`src/rtl/demux_1to2_tdm_if.sv`:
```
// Bus bundle for the 1-to-2 demux: input stream, two output channels and frame-sync error flag.
interface demux_1to2_tdm_if #(
    parameter int unsigned WIDTH = 1
);
    logic             in_valid;
    logic [WIDTH-1:0] in_data;
    logic             in_sel;
    logic             in_sync;
    logic             in_ready;
    logic             a_valid;
    logic [WIDTH-1:0] a_data;
    logic             a_ready;
    logic             b_valid;
    logic [WIDTH-1:0] b_data;
    logic             b_ready;
    logic             frame_err;

    modport master (
        output in_valid, in_data, in_sel, in_sync, a_ready, b_ready,
        input  in_ready, a_valid, a_data, b_valid, b_data, frame_err
    );

    modport slave (
        input  in_valid, in_data, in_sel, in_sync, a_ready, b_ready,
        output in_ready, a_valid, a_data, b_valid, b_data, frame_err
    );
endinterface

```
`src/rtl/demux_1to2_tdm.sv`:
```
// Registered 1-to-2 stream demux routed by select bit or TDM slot, with a one-entry
// holding register per channel and a sticky frame-sync misalignment flag.
module demux_1to2_tdm #(
    parameter int unsigned WIDTH = 1,
    parameter bit          TDM   = 1'b0
) (
    input logic             clk,
    input logic             rst,
    demux_1to2_tdm_if.slave bus
);
    typedef enum logic {
        SLOT_A = 1'b0,
        SLOT_B = 1'b1
    } slot_e;

    slot_e            slot_q;
    slot_e            slot_d;
    logic             a_valid_q;
    logic             a_valid_d;
    logic             b_valid_q;
    logic             b_valid_d;
    logic [WIDTH-1:0] a_data_q;
    logic [WIDTH-1:0] a_data_d;
    logic [WIDTH-1:0] b_data_q;
    logic [WIDTH-1:0] b_data_d;
    logic             ferr_q;
    logic             ferr_d;
    logic             sel_eff;
    logic             in_ready_c;
    logic             accept;

    // Destination of the beat on the bus; a sync beat always opens a frame on A.
    always_comb begin
        sel_eff = bus.in_sel;
        if (TDM) begin
            sel_eff = bus.in_sync ? 1'b0 : (slot_q == SLOT_B);
        end
    end

    // Ready looks only at the targeted channel so a stalled peer never blocks it.
    assign in_ready_c = !rst && (sel_eff ? (!b_valid_q || bus.b_ready)
                                         : (!a_valid_q || bus.a_ready));
    assign accept     = bus.in_valid && in_ready_c;

    always_comb begin
        a_valid_d = a_valid_q;
        b_valid_d = b_valid_q;
        a_data_d  = a_data_q;
        b_data_d  = b_data_q;
        slot_d    = slot_q;
        ferr_d    = ferr_q;

        if (a_valid_q && bus.a_ready) begin
            a_valid_d = 1'b0;
        end
        if (b_valid_q && bus.b_ready) begin
            b_valid_d = 1'b0;
        end

        // A load in the drain cycle overrides the clear, giving back-to-back beats.
        if (accept && !sel_eff) begin
            a_valid_d = 1'b1;
            a_data_d  = bus.in_data;
        end
        if (accept && sel_eff) begin
            b_valid_d = 1'b1;
            b_data_d  = bus.in_data;
        end

        if (TDM && accept) begin
            slot_d = sel_eff ? SLOT_A : SLOT_B;
            if (bus.in_sync && (slot_q == SLOT_B)) begin
                ferr_d = 1'b1;
            end
        end
    end

    always_ff @(posedge clk) begin
        if (rst) begin
            a_valid_q <= 1'b0;
            b_valid_q <= 1'b0;
            a_data_q  <= '0;
            b_data_q  <= '0;
            slot_q    <= SLOT_A;
            ferr_q    <= 1'b0;
        end else begin
            a_valid_q <= a_valid_d;
            b_valid_q <= b_valid_d;
            a_data_q  <= a_data_d;
            b_data_q  <= b_data_d;
            slot_q    <= slot_d;
            ferr_q    <= ferr_d;
        end
    end

    assign bus.in_ready  = in_ready_c;
    assign bus.a_valid   = a_valid_q;
    assign bus.a_data    = a_data_q;
    assign bus.b_valid   = b_valid_q;
    assign bus.b_data    = b_data_q;
    assign bus.frame_err = ferr_q;
endmodule

```
`src/flat_wrapper.sv`:
```
// flat-port wrapper written by rule: the top's interface ports become plain ports
module demux_1to2_tdm_flat 
#(
    parameter int unsigned WIDTH = 1,
    parameter bit          TDM   = 1'b0
)
  (clk, rst, bus_in_valid, bus_in_data, bus_in_sel, bus_in_sync, bus_a_ready, bus_b_ready, bus_in_ready, bus_a_valid, bus_a_data, bus_b_valid, bus_b_data, bus_frame_err);
  demux_1to2_tdm_if #(.WIDTH(WIDTH)) bus_i ();
  input logic clk;
  input logic rst;
  input wire logic [$bits(bus_i.in_valid)-1:0] bus_in_valid;
  input wire logic [$bits(bus_i.in_data)-1:0] bus_in_data;
  input wire logic [$bits(bus_i.in_sel)-1:0] bus_in_sel;
  input wire logic [$bits(bus_i.in_sync)-1:0] bus_in_sync;
  input wire logic [$bits(bus_i.a_ready)-1:0] bus_a_ready;
  input wire logic [$bits(bus_i.b_ready)-1:0] bus_b_ready;
  output wire logic [$bits(bus_i.in_ready)-1:0] bus_in_ready;
  output wire logic [$bits(bus_i.a_valid)-1:0] bus_a_valid;
  output wire logic [$bits(bus_i.a_data)-1:0] bus_a_data;
  output wire logic [$bits(bus_i.b_valid)-1:0] bus_b_valid;
  output wire logic [$bits(bus_i.b_data)-1:0] bus_b_data;
  output wire logic [$bits(bus_i.frame_err)-1:0] bus_frame_err;
  assign bus_i.in_valid = bus_in_valid;
  assign bus_i.in_data = bus_in_data;
  assign bus_i.in_sel = bus_in_sel;
  assign bus_i.in_sync = bus_in_sync;
  assign bus_i.a_ready = bus_a_ready;
  assign bus_i.b_ready = bus_b_ready;
  assign bus_in_ready = bus_i.in_ready;
  assign bus_a_valid = bus_i.a_valid;
  assign bus_a_data = bus_i.a_data;
  assign bus_b_valid = bus_i.b_valid;
  assign bus_b_data = bus_i.b_data;
  assign bus_frame_err = bus_i.frame_err;
  demux_1to2_tdm #(.WIDTH(WIDTH), .TDM(TDM)) u_core (.clk(clk), .rst(rst), .bus(bus_i));
endmodule
```
`config.mk`:
```
export PLATFORM = sky130hd
export DESIGN_NAME = demux_1to2_tdm_flat
export DESIGN_NICKNAME = d
export VERILOG_FILES = /design/src/rtl/demux_1to2_tdm_if.sv /design/src/rtl/demux_1to2_tdm.sv /design/src/flat_wrapper.sv
export SDC_FILE = /design/constraint.sdc
export NUM_CORES = 1
export LEC_CHECK = 0
export ABC_AREA = 0
export CORE_AREA = 4 4 41 43
export DETAILED_ROUTE_END_ITERATION = 10
export DIE_AREA = 0 0 45 47
export GPL_ROUTABILITY_DRIVEN = 0
export SETUP_SLACK_MARGIN = 0.02
export SLEW_MARGIN = 25
export SYNTH_ARGS = -nofsm -noshare
export SYNTH_HDL_FRONTEND = slang
export SYNTH_SLANG_ARGS = --single-unit
```
`constraint.sdc`:
```
create_clock -name clk -period 2.86 [get_ports clk]
set_clock_uncertainty 0.15 [all_clocks]
set_input_delay 0.572 -clock clk [delete_from_list [all_inputs] [get_ports clk]]
set_output_delay 0.572 -clock clk [all_outputs]
set_load 0.01 [all_outputs]
```
==> summary.md, run 1 <==
| Metric | Value |
|---|---|
| Clock period minus worst slack | 2.63 ns |
| Vias in the first global route | 190 |
| Adder-cell share of the synthesized area | 0% |
| Worst reg-to-reg setup slack | 1.91 ns |
| Yosys cell types | 10 |
| Final hold viol count | 0 |
| Slew Viols, Final | 0 |
| WL/cell | 9.26 um |
| DRC viols | 0 |
| Worst setup margin | 0.225 ns |
| RSZ-0062 raised after global routing | no |
| GRT Overall Usage | 5.69% |
| Hold_buf cts | 0 |
| Sequential fraction of the synthesis area | 38.8% |
| Commonest cells after routing, fill and taps aside | clkdlybuf4s50_1, nand2b_1, dfxtp_1, a21oi_1, clkbuf_4 |
| Top cell type's share of synthesized area | 38.8% |
| Largest net degree at the start of global routing | 7 |
| I/O pin count | 14 |
| Hold Path Cell Cnt | 2 |
| Layout cell share with drive strength beyond 1 | 17.1% |
| Synth Area in Compound Gates | 7.27% |
| Average cell area after synthesis | 9.38 um2 |
| Ranking of synthesized cells by area | dfxtp_1, nand2b_1, nand2b_4, mux2i_1, a21oi_1 |
| Core area | 1300 um2 |
| CTS root buffer | clkbuf_4 |
| Post-Synth Simple-Gate Area | 38.8% |
| Main combinational cell family by area after synthesis | simple AND/OR/NAND/NOR gates |
| Critical path startpoint category | primary input |
| Latest clock arrival within the worst-skew pair | 0.23 ns |
| Leakage | 0.145 nW |
| Clock Tree Buf Depth | 2 |
| Commonest non-fill, non-tap cell in the layout | clkdlybuf4s50_1 |
| Mux cell area share after synthesis | 9.70% |
| R2R Path End | u_core.bus.a_data |
| Antenna-violating nets left | 0 |
| WP data required | 2.14 ns |
| Worst Reg-to-Reg Cells | 3 |
| DP Worst Slack | 0.225 ns |
| DIE WIDTH | 45 um |
| Critical path type | primary input to output pin |
| Number of clock sinks | 4 |
| Number of cell rows | 13 |
| Syn Std Cell Area | 206 um2 |
| Critical Path End Type | output pin |
| Post-CTS setup buffer count | 0 |
| Layout Nets | 45 |
| Number of CTS-inserted buffers | 3 |
| Max Freq | 380 MHz |
| # setup viols final | 0 |
| Peak VDD IR | 0.136 mV |
| Status | completed |
| Area leader, netlist | dfxtp_1 |
| Drt first pass iters | 3 |
| Setup TNS | 0 ns |
| Worst Path Max Fanout | 5 |
| DPL Wire Length | 363 um |
| Final wirelength | 463 um |
| Initial Util | 15.9% |
| DR iter-0 viols | 2 |
| Worst-path clk slew | 0.04 ns |
| Crit share post-route | 92.1% |
| Syn Inst Count | 22 |
| Min-delay worst type | flip-flop to flip-flop |
| Die footprint | 2120 um2 |
| CTS tree | yes |
| Post-Synth XOR/XNOR Area | 0% |
| # diodes | 0 |
| CP arrival | 1.91 ns |
| Remaining global-route overflow | 0 |
| Mapped Nets | 30 |
| Maxcap violations | 0 |
| Worst r2r src | u_core.bus.a_valid |
| H-tree depth | 1 |
| Via count | 189 |
| Yosys warns | 0 |
| Post-cts resize count | 0 |
| First-pass GRT wire length | 772 um |
| Hold Crit Start | u_core.bus.a_data |
| Initial antenna violation count | 0 |
| Die Ht | 47 um |
| Port bufs | 11 |
| Flops & latches, synth | 4 |
| Power Density | 465 nW/um2 |
| Via/cell ratio | 3.78 |
| Layout area overhead | 69.7% |
| Hold Crit Endpoint | u_core.bus.a_data |
## registers in the layout (all words and copies together), names as in the netlist
register / cells
u_core.bus.b_valid: 1
u_core.bus.b_data: 1
u_core.bus.a_data: 1
u_core.bus.a_valid: 1
## worst max-delay path, cell delays in order
cell	delay [ns]
clkdlybuf4s50_1	0.47
nand2b_1	0.17
a21oi_1	0.14
clkdlybuf4s50_1	0.55
## worst max-delay path by stage
stage / from / end / slack (ns) / cells after the start
6_report: bus_in_sel / bus_in_ready / 0.23 / 4
3_3_place_gp: bus_in_sel / bus_in_ready / 0.23 / 4
2_1_floorplan: bus_a_ready / bus_in_ready / 1.19 / 3
3_5_place_dp: bus_b_ready / bus_in_ready / 0.22 / 5
4_1_cts: bus_in_sel / bus_in_ready / 0.22 / 4
5_1_grt: bus_b_ready / bus_in_ready / 0.12 / 5
## layer usage
layer  track usage [%]  share of wire, %  up-vias
met5                 0                 0        -
met3              3.83                14        2
li1                  -                 -       97
met2              6.21                41       10
met4              7.02               1.3        0
met1              6.36                43       80
## stage by stage
step | std cells | util (%) | hold slack [ns] | power [W] | cell area [um2]
global placement | 47 | 25.2 | 0.315 | 0.0000931 | 328
detailed placement | 47 | 25.2 | 0.320 | 0.0000933 | 328
global route | 50 | 26.9 | 0.366 | 0.000173 | 350
floorplan | 22 | - | 0.342 | 0.0000752 | 206
finish | 50 | 26.9 | 0.325 | 0.000163 | 350
CTS | 50 | 26.9 | 0.330 | 0.000168 | 350
## final cells by class
type	count	area (um2)
Fill cell	158	951
Multi-Input combinational cell	17	119
Timing Repair Buffer	11	110
Sequential cell	4	80.1
Clock buffer	3	22.5
Tap cell	15	18.8
## Yosys cell counts
master    n
dfxtp_1   4
a21oi_1   3
nand2_1   2
buf_4     1
nand3_1   1
nor2b_2   1
mux2i_1   2
nand2b_4  2
nand2b_1  5
conb_1    1
## report_power, final
group / internal (W) / total [W] / switching, W
Clock: 0.0000470 / 0.0000709 / 0.0000239
Combinational: 0.0000201 / 0.0000312 / 0.0000112
Sequential: 0.0000591 / 0.0000609 / 0.00000177
## logic make-up (layout without fill, tap and decap cells)
kind of cell / Yosys count / count (layout)
AO/OA/AOI/OAI: 3 / 3
other: 1 / 1
AND/OR/NAND/NOR: 11 / 11
flip-flops: 4 / 4
buffers and inverters: 1 / 14
multiplexers: 2 / 2
No activity file was read; power rests on OpenSTA's default activity.
==> inputs of run 2 (changes only) <==
--- a/config.mk
+++ b/config.mk
@@ -10,7 +10,6 @@
 export DETAILED_ROUTE_END_ITERATION = 10
 export DIE_AREA = 0 0 45 47
 export GPL_ROUTABILITY_DRIVEN = 0
-export SETUP_SLACK_MARGIN = 0.02
 export SLEW_MARGIN = 25
 export SYNTH_ARGS = -nofsm -noshare
 export SYNTH_HDL_FRONTEND = slang
==> results of run 2 <==
Final layout, timing and power as in run 1 (identical DEF).
